[src/rtl/mas_mul_arb.sv]
`default_nettype none
// ============================================================================
// Module   : mas_mul_arb
// Purpose  : Shares one registered multiplier among NREQ requesters and routes
//            each product back through a latency-matched tag pipeline.
// Config   : MAS_MUL_ARB_RR_EN defined -> round-robin, else fixed priority.
// Revision : 1.0 - initial release
// ============================================================================
module mas_mul_arb #(
    parameter int NREQ = 4,
    parameter int LAT  = 1
) (
    input  logic                 clk,
    input  logic                 rstn,
    input  logic [NREQ-1:0]      req_valid,
    input  logic [NREQ*32-1:0]   req_a,
    input  logic [NREQ*32-1:0]   req_b,
    output logic [NREQ-1:0]      req_ready,
    input  logic                 flush,
    output logic [31:0]          mul_in1,
    output logic [31:0]          mul_in2,
    input  logic [63:0]          mul_res,
    output logic [NREQ-1:0]      rsp_valid,
    output logic [63:0]          rsp_data,
    output logic                 busy
);
    localparam int              c_IDW  = (NREQ > 1) ? $clog2(NREQ) : 1;
    localparam int              c_NSTG = 1 + LAT;
    localparam logic [NREQ-1:0] c_ONE  = {{(NREQ-1){1'b0}}, 1'b1};

    logic [NREQ-1:0]              w_valid;
    logic [NREQ-1:0]              w_grant;
    logic                         w_grant_any;
    logic [c_IDW-1:0]             w_gid;
    logic [NREQ:0][c_IDW-1:0]     w_id_acc;
    logic [NREQ:0][31:0]          w_a_acc;
    logic [NREQ:0][31:0]          w_b_acc;
    logic [c_NSTG-1:0]            r_vld;
    logic [c_NSTG-1:0][c_IDW-1:0] r_id;

    // Nothing may be granted during a flush cycle.
    assign w_valid = flush ? '0 : req_valid;

`ifdef MAS_MUL_ARB_RR_EN
    localparam logic [c_IDW:0]   c_NREQ_W = (c_IDW+1)'(NREQ);
    localparam logic [c_IDW-1:0] c_LAST   = c_IDW'(NREQ - 1);
    localparam logic [c_IDW-1:0] c_ID_ONE = c_IDW'(1);

    logic [c_IDW-1:0] r_ptr;
    logic [c_IDW:0]   w_back;
    logic [NREQ-1:0]  w_rot;
    logic [NREQ-1:0]  w_rot_oh;

    // Rotate so that ptr sits at bit 0, isolate lowest set bit, rotate back.
    assign w_back   = c_NREQ_W - {1'b0, r_ptr};
    assign w_rot    = (w_valid >> r_ptr) | (w_valid << w_back);
    assign w_rot_oh = w_rot & ~(w_rot - c_ONE);
    assign w_grant  = (w_rot_oh << r_ptr) | (w_rot_oh >> w_back);

    always_ff @(posedge clk or negedge rstn) begin
        if (!rstn) begin
            r_ptr <= '0;
        end else if (w_grant_any) begin
            r_ptr <= (w_gid == c_LAST) ? '0 : w_gid + c_ID_ONE;
        end
    end
`else
    assign w_grant = w_valid & ~(w_valid - c_ONE);
`endif

    assign req_ready   = w_grant;
    assign w_grant_any = |w_grant;

    // One-hot grant drives an OR-chain encoder and operand mux.
    assign w_id_acc[0] = '0;
    assign w_a_acc[0]  = '0;
    assign w_b_acc[0]  = '0;
    for (genvar i = 0; i < NREQ; i++) begin : g_sel
        assign w_id_acc[i+1] = w_id_acc[i] | (w_grant[i] ? c_IDW'(i) : '0);
        assign w_a_acc[i+1]  = w_a_acc[i]  | (w_grant[i] ? req_a[32*i +: 32] : 32'd0);
        assign w_b_acc[i+1]  = w_b_acc[i]  | (w_grant[i] ? req_b[32*i +: 32] : 32'd0);
    end
    assign w_gid = w_id_acc[NREQ];

    // Operands hold when idle to keep the multiplier quiet.
    always_ff @(posedge clk or negedge rstn) begin
        if (!rstn) begin
            mul_in1 <= '0;
            mul_in2 <= '0;
        end else if (w_grant_any) begin
            mul_in1 <= w_a_acc[NREQ];
            mul_in2 <= w_b_acc[NREQ];
        end
    end

    always_ff @(posedge clk or negedge rstn) begin
        if (!rstn) begin
            r_vld <= '0;
            r_id  <= '0;
        end else begin
            r_vld <= flush ? '0 : {r_vld[c_NSTG-2:0], w_grant_any};
            r_id  <= {r_id[c_NSTG-2:0], w_gid};
        end
    end

    for (genvar i = 0; i < NREQ; i++) begin : g_rsp
        assign rsp_valid[i] = r_vld[c_NSTG-1] & (r_id[c_NSTG-1] == c_IDW'(i));
    end

    assign rsp_data = mul_res;
    assign busy     = |r_vld;

endmodule
`default_nettype wire

[config.mk]
export PLATFORM = sky130hd
export DESIGN_NAME = mas_mul_arb
export DESIGN_NICKNAME = d
export VERILOG_FILES = /design/src/rtl/mas_mul_arb.sv
export SDC_FILE = /design/constraint.sdc
export NUM_CORES = 1
export LEC_CHECK = 0
export ABC_AREA = 1
export BUFFER_PORTS_ARGS = -buffer_cell sky130_fd_sc_hd__buf_2
export CORE_AREA = 3 3 181 183
export CTS_CLUSTER_SIZE = 28
export DETAILED_ROUTE_END_ITERATION = 12
export DIE_AREA = 0 0 184 186
export PLACE_DENSITY = 0.4
export SYNTH_ARGS = -nofsm -noshare
export SYNTH_HDL_FRONTEND = slang
export SYNTH_SLANG_ARGS = --single-unit
export TNS_END_PERCENT = 5
[constraint.sdc]
create_clock -name clk -period 2.4 [get_ports clk]
set_clock_uncertainty 0.05 [all_clocks]
set_input_delay 0.36 -clock clk [delete_from_list [all_inputs] [get_ports clk]]
set_output_delay 0.36 -clock clk [all_outputs]
set_load 0.01 [all_outputs]
After elaboration in Yosys (flattened, before gate mapping)
Index checks and enable logic that the tools add are counted.
Widths: inputs -> output; s select.
{"block": "totals", "wordCells": 39, "mem_count": 0, "ram_bits": 0, "input_bits": 327, "mem_bits_ro": 0, "regBits": 70, "latch_bits": 0}
{"block": "classes", "n_eq_ne": 3, "n_reduce_logical": 3, "mul": 0, "order_cmp": 0, "n_bitwise": 14, "n_shift": 0, "n_div": 0, "n_mux": 13, "add_sub_neg": 1}
{"cell": "$mux 32", "count": 8}
{"cell": "$or 32x32->32", "count": 6}
{"cell": "$mux 2", "count": 3}
{"cell": "$and 1x1->1", "count": 4}
{"cell": "$and 4x4->4", "count": 1}
{"cell": "$eq 2x2->1 const B", "count": 2}
{"cell": "$mux 4", "count": 1}
{"cell": "$not 4->4", "count": 1}
{"cell": "$reduce_or 4->1", "count": 1}
{"cell": "$sub 4x1->4 const B", "count": 1}
{"cell": "$eq 2x1->1 const B", "count": 1}
{"cell": "$logic_not 2->1", "count": 1}
{"cell": "$or 1x2->2", "count": 1}
{"cell": "$or 2x2->2", "count": 1}
{"cell": "$reduce_or 2->1", "count": 1}
{"cell": "$mux 1", "count": 1}

Longest topological paths before layout
{"block": "depth", "depth_word": 8, "mapped_depth": 8, "mapped_depth_nobuf": 6}

Worst setup path after synthesis
Ideal clock, no wire load.
{"block": "synth_path", "path_kind": "input to output", "startpoint": "in flush", "endpoint": "out req_ready[2]", "required_ps": 1990, "path_stages": 6, "path_buffers": 2, "slack_ps": 974, "t_arrival_ps": 1016, "path_cell_list": "inv_2 -> nand2_1 -> nand3_1 -> buf_2 -> buf_2 -> inv_1"}
{"block": "synth_between", "elab_chain_cells": 4}
{"item": "start: declaration", "line_no": "19", "text": "input logic flush,"}
{"item": "$mux 4 (*)", "line_no": "42", "text": "assign w_valid = flush ? '0 : req_valid;"}
{"item": "$sub 4x1->4", "line_no": "68", "text": "assign w_grant = w_valid & ~(w_valid - c_ONE);"}
{"item": "$not 4->4", "line_no": "68"}
{"item": "$and 4x4->4 (*)", "line_no": "68"}
{"item": "end: declaration", "line_no": "18", "text": "output logic [NREQ-1:0] req_ready,"}
Mark *: on every way between the ends. The rest lies on a longest branch, timed or not.

Final worst setup path
Same ends and word-level chain as after synthesis.

==> key figures <==
Timing
  • Final Slew Violations: 0
  • RSZ-0062 raised after global routing: no
  • Final Critical Period: between 1500 and 2000 ps
  • Post-route clock period utilization: between 70% and 80%
  • Setup_tns: 0 ps
  • Rel. slew slack: 55.4%
  • Max Freq: between 500 and 600 MHz
  • Slew @ Worst Pin: 668 ps
  • Hold Vio Cnt, Final: 0
  • Setup Viol. Count Final: 0

Placed design
  • Post-DP HPWL: about 17000 um
  • Post-DP Area: between 0.006 and 0.007 mm^2
  • Final GP Congestion: 0.776
  • PortBufs: approximately 340

Synthesis
  • Distinct cells, synth: 16
  • Main flop type after synthesis: dfrtp_1
  • Post-synth net total: about 1100
  • Synth area leader: dfrtp_1
  • Synth warn: 0
  • Top cells by area, synth: dfrtp_1 (34%), nand2_1 (14%), nand3_1 (13%), buf_4 (11%), nor2_1 (9.6%)
  • Synth top area share: around 34%
  • Register bit total from synthesis: 70
  • Number of synthesized flops with an enable pin: 0
  • Register area share after synthesis: between 30% and 40%
  • Most frequent cell after synthesis: nand2_1
  • Syn_area_per_cell: 6.46 um^2
  • Post-synth ARST share: 100%
  • Mapped cell area: roughly 0.005 mm^2
  • Commonest cells in the netlist: nand2_1 (194), nor2_1 (132), nand3_1 (130)
  • Mapped Cells: around 800

Setup path
  • Critical register-to-register path startpoint: mul_in1[0]
  • CP Data Arrival Time: approximately 1400 ps
  • Crit-path max FO: 65
  • Reg2Reg Depth: 2
  • CP top delay family: buffers and inverters
  • Setup slack, reg-to-reg: between 1500 and 2000 ps
  • Crit end category: output port
  • Most used cell, CP: buf_2
  • Worst path bufs/invs: 5
  • CP required: approximately 2000 ps
  • Worst r2r dst: mul_in1[0]
  • CP Cell Sequence: buf_2 > inv_2 > nand2_1 > nand3_4 > buf_12 > inv_1 > buf_2
  • Crit path largest cell delay: about 280 ps
  • Crit path launch type: input port
  • Crit-path slowest cell: buf_12
  • Critical path class: input port to output port

Finish
  • Diode count: 0
  • Final net count: 1363
  • Final instance area: slightly above 0.007 mm^2
  • Layout fillers: roughly 3700
  • Area grow syn2layout: 38.1%
  • Share of post-route cells with drive strength above 1: approximately 36%

GRT
  • Total grt overflow: 0
  • Number of global-route vias before repair: around 5800
  • GRT Overall Usage: between 10% and 20%
  • Largest net degree at the start of global routing: 68
  • Initial antenna violation count: 1
  • First-pass GRT wire length: roughly 33000 um

Clocking
  • Post-CTS Resized: 0
  • CTS Buffer Depth: 2
  • CTS Buf Count: 9
  • CTS tree: yes
  • Number of H-tree levels: 3
  • Root buf cell: clkbuf_16
  • Setup Fix Bufs, Post-CTS: 0
  • Hold Buf Count CTS: 1
  • Clock Sinks: 70
  • Clock transition at the registers of the reported paths: 60 ps
  • Clk Latency, worst-skew pair: about 330 ps

Drt
  • DRC Markers: 0
  • DR vias: 5944
  • Post-DR vias/cell: between 4 and 5
  • Post-DRT Antenna Nets: 0
  • DRT Pass-1 Iters: 5
  • DR WL/cell: roughly 16 um
  • Final wirelength: 22900 um
  • Initial DRC Count: roughly 240

Die
  • Die area: around 0.034 mm^2
  • Row cnt: 65
  • Ports: roughly 460
  • Die W: around 180 um
  • Starting Density: between 10% and 20%
  • Die Height: between 150 and 200 um
  • Core area: 0.0314 mm^2

Outcome
  • Status: completed

Power
  • Pleak: roughly 4.0 nW
  • Peak supply drop: a little under 0.3 mV
  • Pwr dens: 543 mW/mm^2

Min path
  • Hold path endpoint: mul_in1[5]
  • Hold depth: 3
  • Min-delay worst type: input port to flip-flop
  • Worst Hold Launch: req_a[101]

Flow run
  • Max cap viols: 0
==> metal layers <==
layer | share of wire, % | vias to the layer above | global-route usage (%)
met1 | 40 | 2730 | 14.8
met2 | 50 | 225 | 22.2
met3 | 6.3 | 37 | 2.81
met5 | 0.057 | - | 0
met4 | 2.9 | 2 | 4.78
li1 | - | 2950 | -
==> where the power goes <==
part           internal (mW)  switching, mW
clock network          0.862          0.533
registers               1.34         0.0943
logic                  0.438          0.586
total                   2.64           1.21
==> flip-flops by register name, summed over array words and instances (netlist names) <==
| signal | cells |
|---|---|
| mul_in1 | 32 |
| mul_in2 | 32 |
| r_id | 4 |
| r_vld | 2 |
==> worst max path at each step <==
stage,startpoint,to,slack (ps),depth (start not counted)
after global routing,flush,req_ready[2],520,7
after CTS,flush,req_ready[2],590,7
final,flush,req_ready[2],630,7
after global placement,flush,mul_in1[21],540,6
after detailed placement,flush,mul_in2[31],530,6
after floorplan,flush,req_ready[2],970,6
==> metrics by stage <==
stage | power, mW | setup slack [ps] | hold slack [ps] | std cells | utilization [%]
6_report | 3.85 | 626 | 189 | 1443 | 22.6
5_1_grt | 4.11 | 520 | 183 | 1443 | 22.6
4_1_cts | 3.95 | 593 | 166 | 1443 | 22.6
2_1_floorplan | 2.02 | 974 | 14.4 | 795 | -
3_5_place_dp | 2.50 | 527 | 287 | 1426 | 21.6
3_3_place_gp | 2.50 | 544 | 282 | 1426 | 21.6
==> worst min-delay path: stages <==
cell	delay, ps
buf_2	70
nand2_1	40
nand3_1	60
==> final cells by class <==
cell class,count,area [um^2],area share [%]
Clock buffer,13,260,3.67
Clock inverter,3,42.5,0.600
Inverter,75,282,3.97
Multi-Input combinational cell,531,2380,33.5
Sequential cell,70,1750,24.7
Tap cell,402,503,7.09
Timing Repair Buffer,349,1870,26.4
==> cell usage in the layout (no fill, tap or decap), drive strengths merged <==
cell / count
a21oi: 2
clkbuf: 13
nor2: 134
nand3: 131
nand4: 64
dfrtp: 70
nand2: 196
buf: 348
clkinv: 1
bufinv: 1
inv: 75
dlygate4sd3: 1
nor3: 4
clkinvlp: 1
==> cells by family after synthesis <==
| logic type | count (synthesis) | share of synthesized area (%) |
|---|---|---|
| and+or+nand+nor | 529 | 45.4 |
| DFF | 70 | 34.1 |
| AOI/OAI and AO/OA | 2 | 0.195 |
| buffers and inverters | 194 | 20.3 |
(Power assumes the default switching activity.)
